===== src/rtl/bcd_pkg.sv =====
// Shared constants and helpers for the cascaded BCD counter.
// Latency: n/a (compile-time constants and pure functions only).
// Backpressure: n/a.
package bcd_pkg;

  localparam int BCD_W = 4;
  localparam logic [BCD_W-1:0] BCD_MAX = 4'd9;

  // The most-significant digit uses the reduced modulus.
  // Every other digit counts modulo 10.
  function automatic int digit_mod(input int idx, input int num_digits, input int top_mod);
    return (idx == num_digits - 1) ? top_mod : int'(BCD_MAX) + 1;
  endfunction

  // A digit is legal when it is strictly below its modulus.
  // Moduli never exceed 10, so this also rejects non-BCD codes.
  function automatic logic digit_legal(input logic [BCD_W-1:0] d, input int mod);
    return int'(d) < mod;
  endfunction

endpackage


===== src/rtl/bcd_digit.sv =====
// One BCD digit register that counts modulo MOD, with synchronous load and reset.
// Latency: one clock edge from en_in or load to q. at_term and load_bad are combinational.
// Backpressure: none. en_in advances the digit on every edge at which it is high.
// Ports:
//   clk, rst (sync, active-high); en_in = step request; up = direction
//   load, load_d = parallel load; q = digit value
//   at_term = digit sits at its terminal value for the current direction
//   load_bad = the load value is illegal for this digit
module bcd_digit
  import bcd_pkg::*;
#(
  parameter int MOD = 10
) (
  input  logic             clk,
  input  logic             rst,
  input  logic             en_in,
  input  logic             up,
  input  logic             load,
  input  logic [BCD_W-1:0] load_d,
  output logic [BCD_W-1:0] q,
  output logic             at_term,
  output logic             load_bad
);

  localparam logic [BCD_W-1:0] DIG_MAX = BCD_W'(MOD - 1);

  logic [BCD_W-1:0] r_q;
  logic             w_legal;

  assign w_legal  = digit_legal(load_d, MOD);
  assign load_bad = load & ~w_legal;
  assign at_term  = up ? (r_q == DIG_MAX) : (r_q == '0);
  assign q        = r_q;

  always_ff @(posedge clk) begin
    if (rst) begin
      r_q <= '0;
    end else if (load) begin
      // Illegal digits collapse to 0 so the register never holds an out-of-range value.
      r_q <= w_legal ? load_d : '0;
    end else if (en_in) begin
      if (up) r_q <= (r_q == DIG_MAX) ? '0 : r_q + 1'b1;
      else    r_q <= (r_q == '0) ? DIG_MAX : r_q - 1'b1;
    end
  end

endmodule


===== src/rtl/bcd_cascade_counter.sv =====
// Cascaded up/down loadable BCD counter. Low digits count mod 10 and the top digit counts mod TOP_MOD.
// Latency: one edge from en or load to count. wrap and load_err are registered alongside count.
// Backpressure: none. tc is combinational so a following instance can use it as en in the same cycle.
// Ports:
//   clk, rst (sync, active-high); en, up = count request and direction
//   load, load_val = parallel BCD load (digit 0 in [3:0])
//   count = BCD count; tc = the next enabled edge wraps
//   wrap = pulse after a wrap; load_err = pulse after an illegal load
module bcd_cascade_counter
  import bcd_pkg::*;
#(
  parameter int NUM_DIGITS = 2,
  parameter int TOP_MOD    = 6
) (
  input  logic                        clk,
  input  logic                        rst,
  input  logic                        en,
  input  logic                        up,
  input  logic                        load,
  input  logic [BCD_W*NUM_DIGITS-1:0] load_val,
  output logic [BCD_W*NUM_DIGITS-1:0] count,
  output logic                        tc,
  output logic                        wrap,
  output logic                        load_err
);

  // w_chain[i] is the enable for digit i. w_chain[NUM_DIGITS] means every digit is terminal.
  logic [NUM_DIGITS:0]   w_chain;
  logic [NUM_DIGITS-1:0] w_at_term;
  logic [NUM_DIGITS-1:0] w_load_bad;
  logic                  r_wrap;
  logic                  r_load_err;

  assign w_chain[0] = en;

  for (genvar g = 0; g < NUM_DIGITS; g++) begin : g_digit
    localparam int DMOD = digit_mod(g, NUM_DIGITS, TOP_MOD);

    assign w_chain[g+1] = w_chain[g] & w_at_term[g];

    bcd_digit #(
      .MOD(DMOD)
    ) u_digit (
      .clk      (clk),
      .rst      (rst),
      .en_in    (w_chain[g]),
      .up       (up),
      .load     (load),
      .load_d   (load_val[g*BCD_W +: BCD_W]),
      .q        (count[g*BCD_W +: BCD_W]),
      .at_term  (w_at_term[g]),
      .load_bad (w_load_bad[g])
    );
  end

  // Load and reset both suppress counting, so they also suppress terminal count.
  assign tc = w_chain[NUM_DIGITS] & ~rst & ~load;

  always_ff @(posedge clk) begin
    if (rst) begin
      r_wrap     <= 1'b0;
      r_load_err <= 1'b0;
    end else begin
      r_wrap     <= tc;
      r_load_err <= load & (|w_load_bad);
    end
  end

  assign wrap     = r_wrap;
  assign load_err = r_load_err;

endmodule


===== config.mk =====
export PLATFORM = sky130hd
export DESIGN_NAME = bcd_cascade_counter
export DESIGN_NICKNAME = d
export VERILOG_FILES = /design/src/rtl/bcd_pkg.sv /design/src/rtl/bcd_digit.sv /design/src/rtl/bcd_cascade_counter.sv
export SDC_FILE = /design/constraint.sdc
export NUM_CORES = 1
export LEC_CHECK = 0
export BUFFER_PORTS_ARGS = -buffer_cell sky130_fd_sc_hd__buf_4
export CAP_MARGIN = 0
export CORE_MARGIN = 2
export CORE_UTILIZATION = 39
export CTS_BUF_LIST = sky130_fd_sc_hd__clkbuf_2
export DETAILED_ROUTE_END_ITERATION = 10
export GPL_TIMING_DRIVEN = 0
export HOLD_SLACK_MARGIN = 0.02
export PLACE_DENSITY_LB_ADDON = 0.12
export SYNTH_ARGS = -nofsm -noshare
export SYNTH_HDL_FRONTEND = slang
export SYNTH_SLANG_ARGS = --single-unit
export TNS_END_PERCENT = 100

===== constraint.sdc =====
create_clock -name clk -period 2.19 [get_ports clk]
set_input_delay 0.219 -clock clk [delete_from_list [all_inputs] [get_ports clk]]
set_output_delay 0.219 -clock clk [all_outputs]
set_load 0.03 [all_outputs]

Yosys cells after proc, flatten, opt, wreduce, memory -nomap -nowiden --
Cells that the tools add are included.
Storage, ports and cells: logic and storage cells 42, register bits 10
Operators by class: reduce and logical (&&, ||, !) cells 5, equality and inequality tests 2, magnitude comparators 2, bitwise logic cells 11, muxes and demuxes 14, add/subtract/negate cells 4
Operators by type and width (count):
- 4-bit two-way mux | 12
- 4-bit by 1-bit adder with 4-bit output, second input constant | 2
- 4-bit zero test | 2
- 4-bit by 1-bit subtractor with 4-bit output, second input constant | 2
- 1-bit AND | 7
- 4-bit by 3-bit equality test with 1-bit output, second input constant | 1
- 4-bit equality test, second input constant | 1
- 4-bit by 3-bit less-than comparator with 1-bit output, second input constant | 1
- 4-bit less-than comparator, second input constant | 1
- 1-bit inverter | 4
- 2-bit nonzero test | 2
- 1-bit two-way mux | 2
- 2-bit OR reduction | 1

Longest topological paths before layout --
Gate-level depths: netlist of the first run.
word-level depth 6, mapped depth 5, gate-level depth less buffers 4

Modules after synthesis --
Synthesis of the first run repeated with hierarchy kept, for this count alone.
Unflattened totals: cell total of the unflattened synthesis 100, area, all modules 785.8 µm²
By module, submodules not included:
- bcd_digit at g_digit[0].u_digit | cells each 50, times used 1, seq. area each 80.1 µm², area an instance 379.1 µm²
- bcd_digit at g_digit[1].u_digit | cells each 42, times used 1, seq. area each 80.1 µm², area an instance 330.3 µm²
- bcd_cascade_counter | cells each 8, times used 1, seq. area each 40.0 µm², area an instance 76.3 µm²

Worst setup path after synthesis of the first run --
No wires, ideal clock.
kind reg-to-output, start point reg g_digit[0].u_digit.r_q[0], end point out tc, stages on the path, launching flop included 5, data arrival time 2084 ps, path buffers 1, setup slack -113 ps, cells stage by stage dfxtp_1 buf_6 and3_2 o211ai_1 nor4b_1
Between the ends: word-level cells in the longest chain between the ends 6
Ends and longest elaborated chain:
- start: declaration | line bcd_digit.sv:27 | logic [BCD_W-1:0] r_q;
- start signal: assignment | line bcd_digit.sv:40 | r_q <= w_legal ? load_d : '0;
- start signal: assignment | line bcd_digit.sv:42 | if (up) r_q <= (r_q == DIG_MAX) ? '0 : r_q + 1'b1;
- start signal: assignment | line bcd_digit.sv:43 | else r_q <= (r_q == '0) ? DIG_MAX : r_q - 1'b1;
- 4-bit equality test or 4-bit zero test (tied branches) | line bcd_digit.sv:32 | assign at_term = up ? (r_q == DIG_MAX) : (r_q == '0);
- 1-bit two-way mux * | line bcd_digit.sv:32
- 1-bit AND * (2 in series) | line bcd_cascade_counter.sv:39 | assign w_chain[g+1] = w_chain[g] & w_at_term[g];
- 1-bit AND * (2 in series) | line bcd_cascade_counter.sv:57 | assign tc = w_chain[NUM_DIGITS] & ~rst & ~load;
- end: declaration | line bcd_cascade_counter.sv:22 | output logic tc,
Every way passes the cells marked *; elsewhere a longest branch is shown, timed or not.

Final worst setup path of the first run --
start point reg g_digit[0].u_digit.r_q[2], end point out tc
The elaborated chain is that of the path after synthesis.

==> results by group, run 1 <==
Timing
  – Fmax: 533.3 MHz
  – Final setup vio count: 0
  – Slew HR: between 70 and 80%
  – Final TNS setup: 0 ns
  – RSZ-0062 raised after global routing: no
  – Crit path time final: between 1.5 and 2 ns
  – Slew @ Worst Pin: 0.3926 ns
  – Final hold violation count: 0
  – Tcrit/Tclk final: roughly 86%
  – Max Transition Viols Final: 0
  – Clock Skews: 0.001603 ns

Clock tree
  – H-tree depth: 1
  – CTS max path bufs: 2
  – Skew-Pair Late Insertion Delay: ~0.26 ns
  – Clock-pin slew on the worst setup and hold paths: 0.12 ns
  – TritonCTS buffer count: 3
  – CTS sink count: 10
  – CTS hold repair buffers: 0
  – CTS tree: yes
  – Root buf cell: clkbuf_2
  – # resized after CTS: 0
  – Post-CTS Setup Inserts: 0

Yosys
  – Synthesized flop and latch total: 10
  – Post-synth top area share: between 20% and 30%
  – Synth area leader: dfxtp_1
  – Post-Syn Area per Cell: 8.409 um2
  – Area contributors post-synth: dfxtp_1, a21oi_1, buf_6, nor4b_1, a31oi_1
  – Mapped Area: between 700 and 800 um2
  – Mux share of post-synthesis cell area: 1.440%
  – Post-synthesis async set-or-reset flop share: 0%
  – EDFF count, synth: 0
  – Post-synthesis xor/xnor area fraction: around 5.6%
  – Syn nets: ~110
  – Synth Area in Compound Gates: between 20 and 30%
  – Register area share after synthesis: 25.60%
  – Cell count after synthesis: a little over 90
  – Largest family of logic cells by synthesized area: compound AO/OA/AOI/OAI gates
  – Ys flop type: dfxtp_1
  – Synth Warn #: 0
  – Post-synthesis simple-gate area fraction: 26.24%
  – Adder-Cell Fraction of Synth Area: 0%
  – Synth cell types: between 40 and 50

Drt
  – DRC: 0
  – DR WL met3: ~50 um
  – Antenna-violating nets left: 0
  – Via count: roughly 790
  – Met2 routed WL: about 880 um
  – Initial DRC Count: 23
  – Top Layer Used: met4
  – Metal1 wirelength: about 840 um
  – Drt via density: between 5 and 6
  – DR pass1 iterations: 4
  – Routed WL per cell: between 10 and 15 um
  – WL final: roughly 1800 um

Floorplan
  – Starting Density: 40.69%
  – Core area: 0.001922 mm2
  – Die area: between 0.002 and 0.0025 mm2
  – Die Y-Extent: roughly 50 um
  – I/O pin total: 24
  – Row count: 16
  – Die W: about 49 um

Placement
  – DP Cell Count: 140
  – Port bufs: 20
  – GP Congestion: between 0.8 and 0.9
  – Area post-placement: ~1000 um2
  – DP HPWL: 1282 um

Worst setup path
  – Reg-to-reg critical path startpoint: g_digit[0].u_digit.q[0]$_SDFFE_PP0P_
  – Nature of the critical path endpoint: output port
  – Reg2Reg Capture Point: g_digit[1].u_digit.q[0]$_SDFFE_PP0P_
  – Critical Path, Cell by Cell: clkbuf_8, nor3b_2, o211ai_1, nor4b_2, buf_4
  – Reg-to-reg setup timing slack: approximately 0.77 ns
  – Critical Path AT: 1.66 ns
  – Cell family with most CP delay: simple AND/OR/NAND/NOR gates
  – CP bufs+invs: 2
  – Startpoint Class: register
  – Required @ worst endpoint: between 1.5 and 2 ns
  – Crit path kind: register to output port
  – CP max-delay cell: dfxtp_1
  – Max incr delay on CP: approximately 0.33 ns
  – Crit-path max FO: 10
  – Worst Reg2Reg Path Length in Cells: 5

Global route
  – All-Layer GR Usage: 15.94%
  – Gr ovfl total: 0
  – Largest net degree at the start of global routing: 11
  – Initial antenna violation count: 0
  – First-pass GRT wire length: approximately 3000 um
  – Vias in the first global route: between 600 and 700

Worst hold path
  – Hold Startpoint: load
  – Hold depth: 2
  – Worst hold path type: primary input to register
  – Hold EP: g_digit[1].u_digit.q[1]$_SDFFE_PP0P_

Final layout
  – # nets final: approximately 130
  – Most frequent cells in the layout: buf_4, dfxtp_1, a21oi_1
  – Final instance area: ~990 um2
  – Area grow syn2layout: 26.72%
  – Final core utilization: just over 50%
  – Commonest non-fill, non-tap cell in the layout: buf_4
  – Final Non-Filler Cells: about 140
  – Ant diodes: 0
  – Layout cells sized above 1: roughly a third
  – Filler Cell Count: about 220

Power
  – Power Density: 485.9 mW/mm2
  – Max rail drop VDD: between 0.3 and 0.4 mV
  – Pleak: between 0.3 and 0.4 nW

Outcome
  – Status: completed

Flow run
  – Max_cap viols: 0
-- state kept, by name (all words and copies together), names as in the netlist --
signal and flops:
wrap 1, g_digit.u_digit.q 8, load_err 1
-- through the flow --
stage / hold WS, ns / power (mW) / setup slack [ns]
2_1_floorplan: 0.3764 / 0.3243 / 0.2855
3_3_place_gp: 0.4475 / 0.3702 / 0.6659
3_5_place_dp: 0.4540 / 0.3719 / 0.6092
4_1_cts: 0.1651 / 0.4826 / 0.3030
5_1_grt: 0.1502 / 0.5125 / 0.2119
6_report: 0.1711 / 0.4815 / 0.3149
-- cell families after synthesis --
kind of cell / count (synthesis)
xor gates and xnor gates: 5
DFF: 10
buffers and inverters: 14
and+or+nand+nor: 30
muxes: 1
AOI/OAI and AO/OA: 33
-- how the worst max path moves through the flow --
stage / startpoint / to / depth (start not counted)
floorplan: g_digit[0].u_digit.q[0]$_SDFFE_PP0P_ / tc / 4
global placement: g_digit[0].u_digit.q[2]$_SDFFE_PP0P_ / tc / 5
detailed placement: g_digit[0].u_digit.q[2]$_SDFFE_PP0P_ / tc / 5
CTS: g_digit[0].u_digit.q[2]$_SDFFE_PP0P_ / tc / 5
global route: g_digit[0].u_digit.q[2]$_SDFFE_PP0P_ / tc / 5
finish: g_digit[0].u_digit.q[2]$_SDFFE_PP0P_ / tc / 5
-- layer usage --
layer  vias up  global-route usage (%)
li1        394                       -
met1       378                   20.92
met2        11                   25.34
met3         2                   2.761
met4         0                   7.619
met5         -                       0
-- cell type report --
type | instances | area, um2 | share of cell area (%)
plain buffers | 9 | 80.08 | 8.081
clock buffers | 3 | 15.01 | 1.515
clock inverters | 1 | 3.754 | 0.3788
inverters | 5 | 18.77 | 1.894
multi-input cells | 69 | 489.2 | 49.37
flip-flops and latches | 10 | 200.2 | 20.20
well taps | 27 | 33.78 | 3.409
repair buffers | 20 | 150.1 | 15.15
-- Yosys cell counts, types with 2 or more instances --
library cell   n
xor2_1         2
nor2_1         7
buf_6          4
nor4b_1        4
nor3_2         2
dfxtp_1       10
inv_1          5
o21ai_0        4
a31oi_1        5
a21oi_1        9
nor3_1         2
o211ai_1       3
a211oi_1       2
xnor2_1        3
a221oi_1       2
nand2_1        3
-- power breakdown --
group	leakage [nW]	total [mW]	switching, mW	internal [mW]
clock	0.0140	0.113	0.0731	0.0397
combinational	0.291	0.171	0.0948	0.0762
sequential	0.0821	0.198	0.00622	0.192
total	0.387	0.481	0.174	0.307
Note: power is estimated with default switching activity, not from simulation.
==> run 2: changes to the inputs <==
--- a/config.mk
+++ b/config.mk
@@ -5,6 +5,7 @@
 export SDC_FILE = /design/constraint.sdc
 export NUM_CORES = 1
 export LEC_CHECK = 0
+export ABC_AREA = 1
 export BUFFER_PORTS_ARGS = -buffer_cell sky130_fd_sc_hd__buf_4
 export CAP_MARGIN = 0
 export CORE_MARGIN = 2
@@ -17,4 +18,4 @@
 export SYNTH_ARGS = -nofsm -noshare
 export SYNTH_HDL_FRONTEND = slang
 export SYNTH_SLANG_ARGS = --single-unit
-export TNS_END_PERCENT = 100
+export TNS_END_PERCENT = 1
==> run 2 against run 1 <==
Clock skew rose by 0.0035 ns. Area after synthesis fell by 4.6%. Sequential cell count did not move. Synthesized cell count rose by 35%. Die area fell by 4.3%. Worst setup slack improved by 0.21 ns. Wire length fell by 2.8%. Via count rose by 7.8%. Critical path type unchanged. Largest power group unchanged.
==> results by group, run 2 <==
Global route
  – Vias in the first global route: 705 (was 689)
  – All-Layer GR Usage: 17.27% (was 15.94%)
  – Gr ovfl total: 0 (unchanged)
  – Initial antenna violation count: 0 (unchanged)
  – Largest net degree at the start of global routing: 11 (unchanged)
  – First-pass GRT wire length: 2815 um (was 3063 um)

Yosys
  – Top cells by count, synth: nand2_1, nor2_1, nand3_1 (was dfxtp_1, a21oi_1, nor2_1)
  – EDFF count, synth: 0 (unchanged)
  – Post-Syn Area per Cell: 5.918 um2 (was 8.409 um2)
  – Post-synthesis async set-or-reset flop share: 0% (unchanged)
  – Syn nets: 139 (was 106)
  – Ys flop type: dfxtp_1 (unchanged)
  – Register area share after synthesis: 26.85% (was 25.60%)
  – Adder-Cell Fraction of Synth Area: 0% (unchanged)
  – Synthesized flop and latch total: 10 (unchanged)
  – Synth area leader: dfxtp_1 (unchanged)
  – Count leader, synth: nand2_1 (was dfxtp_1)
  – Post-synthesis simple-gate area fraction: 44.80% (was 26.24%)
  – Cell count after synthesis: 126 (was 93)
  – Area contributors post-synth: dfxtp_1, nand2_1, nor2_1, nand3_1, o21ai_0 (was dfxtp_1, a21oi_1, buf_6, nor4b_1, a31oi_1)
  – Post-synth top area share: 26.85% (was 25.60%)
  – Synth Area in Compound Gates: 18.29% (was 28.48%)
  – Mapped Area: 745.7 um2 (was 782.0 um2)
  – Mux share of post-synthesis cell area: 0% (was 1.440%)
  – Synth cell types: 22 (was 42)
  – Synth Warn #: 0 (unchanged)
  – Largest family of logic cells by synthesized area: simple AND/OR/NAND/NOR gates (was compound AO/OA/AOI/OAI gates)
  – Post-synthesis xor/xnor area fraction: 0% (was 5.600%)

Clock tree
  – Root buf cell: clkbuf_2 (unchanged)
  – CTS max path bufs: 2 (unchanged)
  – H-tree depth: 1 (unchanged)
  – CTS hold repair buffers: 0 (unchanged)
  – Clock-pin slew on the worst setup and hold paths: 0.11 ns (was 0.12 ns)
  – TritonCTS buffer count: 3 (unchanged)
  – # resized after CTS: 0 (unchanged)
  – CTS tree: yes (unchanged)
  – Skew-Pair Late Insertion Delay: 0.25 ns (was 0.26 ns)
  – Post-CTS Setup Inserts: 0 (unchanged)
  – CTS sink count: 10 (unchanged)

Timing
  – Max Transition Viols Final: 0 (unchanged)
  – Final setup margin: 0.5257 ns (was 0.3149 ns)
  – Final TNS setup: 0 ns (unchanged)
  – Crit path time final: 1.664 ns (was 1.875 ns)
  – Slew @ Worst Pin: 0.3207 ns (was 0.3926 ns)
  – Slew HR: 78.39% (was 73.82%)
  – Final hold violation count: 0 (unchanged)
  – WHS: 0.1582 ns (was 0.1711 ns)
  – Fmax: 600.9 MHz (was 533.3 MHz)
  – Tcrit/Tclk final: 76.00% (was 85.62%)
  – RSZ-0062 raised after global routing: no (unchanged)
  – Final setup vio count: 0 (unchanged)
  – Clock Skews: 0.005060 ns (was 0.001603 ns)

Drt
  – Antenna-violating nets left: 0 (unchanged)
  – Initial DRC Count: 9 (was 23)
  – DR pass1 iterations: 4 (unchanged)
  – DRC: 0 (unchanged)
  – Via count: 846 (was 785)
  – Drt via density: 4.780 (was 5.451)
  – WL final: 1734 um (was 1784 um)
  – Routed WL per cell: 9.797 um (was 12.39 um)

Placement
  – Port bufs: 22 (was 20)
  – GP Congestion: 0.8591 (was 0.8742)
  – DP HPWL: 1439 um (was 1282 um)
  – Area post-placement: 942.2 um2 (was 972.2 um2)
  – Placement Setup Slack: 0.7645 ns (was 0.6092 ns)
  – DP Cell Count: 173 (was 140)

Final layout
  – Seq. cell area: 200.2 um2 (unchanged)
  – Max reg flops: 8 (unchanged)
  – Most frequent cells in the layout: nand2_1, nor2_1, buf_4 (was buf_4, dfxtp_1, a21oi_1)
  – # nets final: 166 (was 131)
  – Layout cells sized above 1: 25.00% (was 35.04%)
  – Area grow syn2layout: 28.86% (was 26.72%)
  – Filler Cell Count: 208 (was 218)
  – Final core utilization: 54.47% (was 51.56%)
  – Final Non-Filler Cells: 177 (was 144)
  – Commonest non-fill, non-tap cell in the layout: nand2_1 (was buf_4)
  – Final instance area: 960.9 um2 (was 991.0 um2)
  – Area of the multi-input gates: 470.5 um2 (was 489.2 um2)
  – Ant diodes: 0 (unchanged)

Floorplan
  – I/O pin total: 24 (unchanged)
  – Row count: 15 (was 16)
  – Core area: 0.001764 mm2 (was 0.001922 mm2)
  – Die area: 0.002278 mm2 (was 0.002379 mm2)
  – Die W: 47.73 um (was 48.78 um)
  – Die Y-Extent: 47.73 um (was 48.78 um)
  – Starting Density: 42.27% (was 40.69%)

Worst hold path
  – Worst hold path type: primary input to register (unchanged)

Power
  – Comb power frac: 34.0% (was 35.5%)
  – Net Sw Power: 0.1755 mW (was 0.1741 mW)
  – Pleak: 0.4609 nW (was 0.3872 nW)
  – Register share of total power: 43.7% (was 41.1%)
  – Design Power: 0.4696 mW (was 0.4815 mW)
  – Power Density: 488.7 mW/mm2 (was 485.9 mW/mm2)
  – Max rail drop VDD: 0.3180 mV (was 0.3389 mV)
  – P_int: 0.2941 mW (was 0.3074 mW)
  – Sw Share: 37.38% (was 36.16%)
  – Fraction of power consumed by the clock network: 22.3% (was 23.4%)

Worst setup path
  – Nature of the critical path endpoint: output port (unchanged)
  – Required @ worst endpoint: 1.97 ns (about the same)
  – Crit path kind: register to output port (unchanged)
  – Crit-path max FO: 5 (was 10)
  – Critical Path AT: 1.45 ns (was 1.66 ns)
  – Startpoint Class: register (unchanged)

Outcome
  – Status: completed (unchanged)

Flow run
  – Max_cap viols: 0 (unchanged)
[run 2: cell types whose count changed after synthesis, sizes merged, moves of 3 or more]
cell | previous run | this run
nor2 | 7 | 26
clkbuf | 3 | 0
buf | 6 | 2
xnor2 | 3 | 0
nor4b | 4 | 0
o21ai | 6 | 13
inv | 5 | 14
a31oi | 5 | 2
nand3 | 1 | 14
nand2 | 3 | 30
o211ai | 3 | 0
[run 2: worst paths after layout]
check / startpoint / end / slack [ns] / depth (start not counted)
hold / removal: rst / g_digit[1].u_digit.q[3]$_SDFFE_PP0P_ / 0.16 / 2
hold reg to reg: g_digit[1].u_digit.q[2]$_SDFFE_PP0P_ / g_digit[1].u_digit.q[2]$_SDFFE_PP0P_ / 0.56 / 2
setup / recovery: g_digit[1].u_digit.q[1]$_SDFFE_PP0P_ / tc / 0.53 / 8
setup reg to reg: g_digit[0].u_digit.q[3]$_SDFFE_PP0P_ / g_digit[1].u_digit.q[1]$_SDFFE_PP0P_ / 0.97 / 9
[run 2: layer usage]
metal | GRT usage [%] | up-vias | part of all wire (%)
li1 | - | 466 | -
met4 | 6.486 | 0 | 0.75
met1 | 25.34 | 359 | 51
met3 | 2.264 | 2 | 5.1
met5 | 0 | - | 0
met2 | 25.60 | 19 | 43
[run 2: area by class of cell]
| cell class | instances | share of cell area [%] |
|---|---|---|
| Clock inverter | 1 | 0.3906 |
| Sequential cell | 10 | 20.83 |
| Inverter | 15 | 5.859 |
| Multi-Input combinational cell | 99 | 48.96 |
| Buffer | 2 | 1.953 |
| Clock buffer | 3 | 1.562 |
| Timing Repair Buffer | 22 | 17.19 |
| Tap cell | 25 | 3.255 |
[run 2: cell families (layout without fill, tap and decap cells)]
| group | Yosys count | after routing |
|---|---|---|
| and+or+nand+nor | 74 | 74 |
| AOI/OAI and AO/OA | 25 | 25 |
| buffers and inverters | 17 | 43 |
| DFF | 10 | 10 |
[run 2: worst max-delay path: stages, from the launching register on]
cell and delay (ns):
dfxtp_1 0.38, inv_1 0.11, nand3_1 0.09, nor2_1 0.14
nand2_1 0.06, o21ai_0 0.07, nand2_1 0.08, nor2_1 0.10
buf_4 0.17
[run 2: power groups by stage]
| stage | sequential (mW) | clock [mW] | combinational, mW |
|---|---|---|---|
| after floorplan | 0.228 | 0 | 0.0860 |
| after global placement | 0.209 | 0 | 0.159 |
| after detailed placement | 0.209 | 0 | 0.160 |
| after CTS | 0.205 | 0.108 | 0.160 |
| after global routing | 0.207 | 0.119 | 0.180 |
| final | 0.205 | 0.105 | 0.160 |
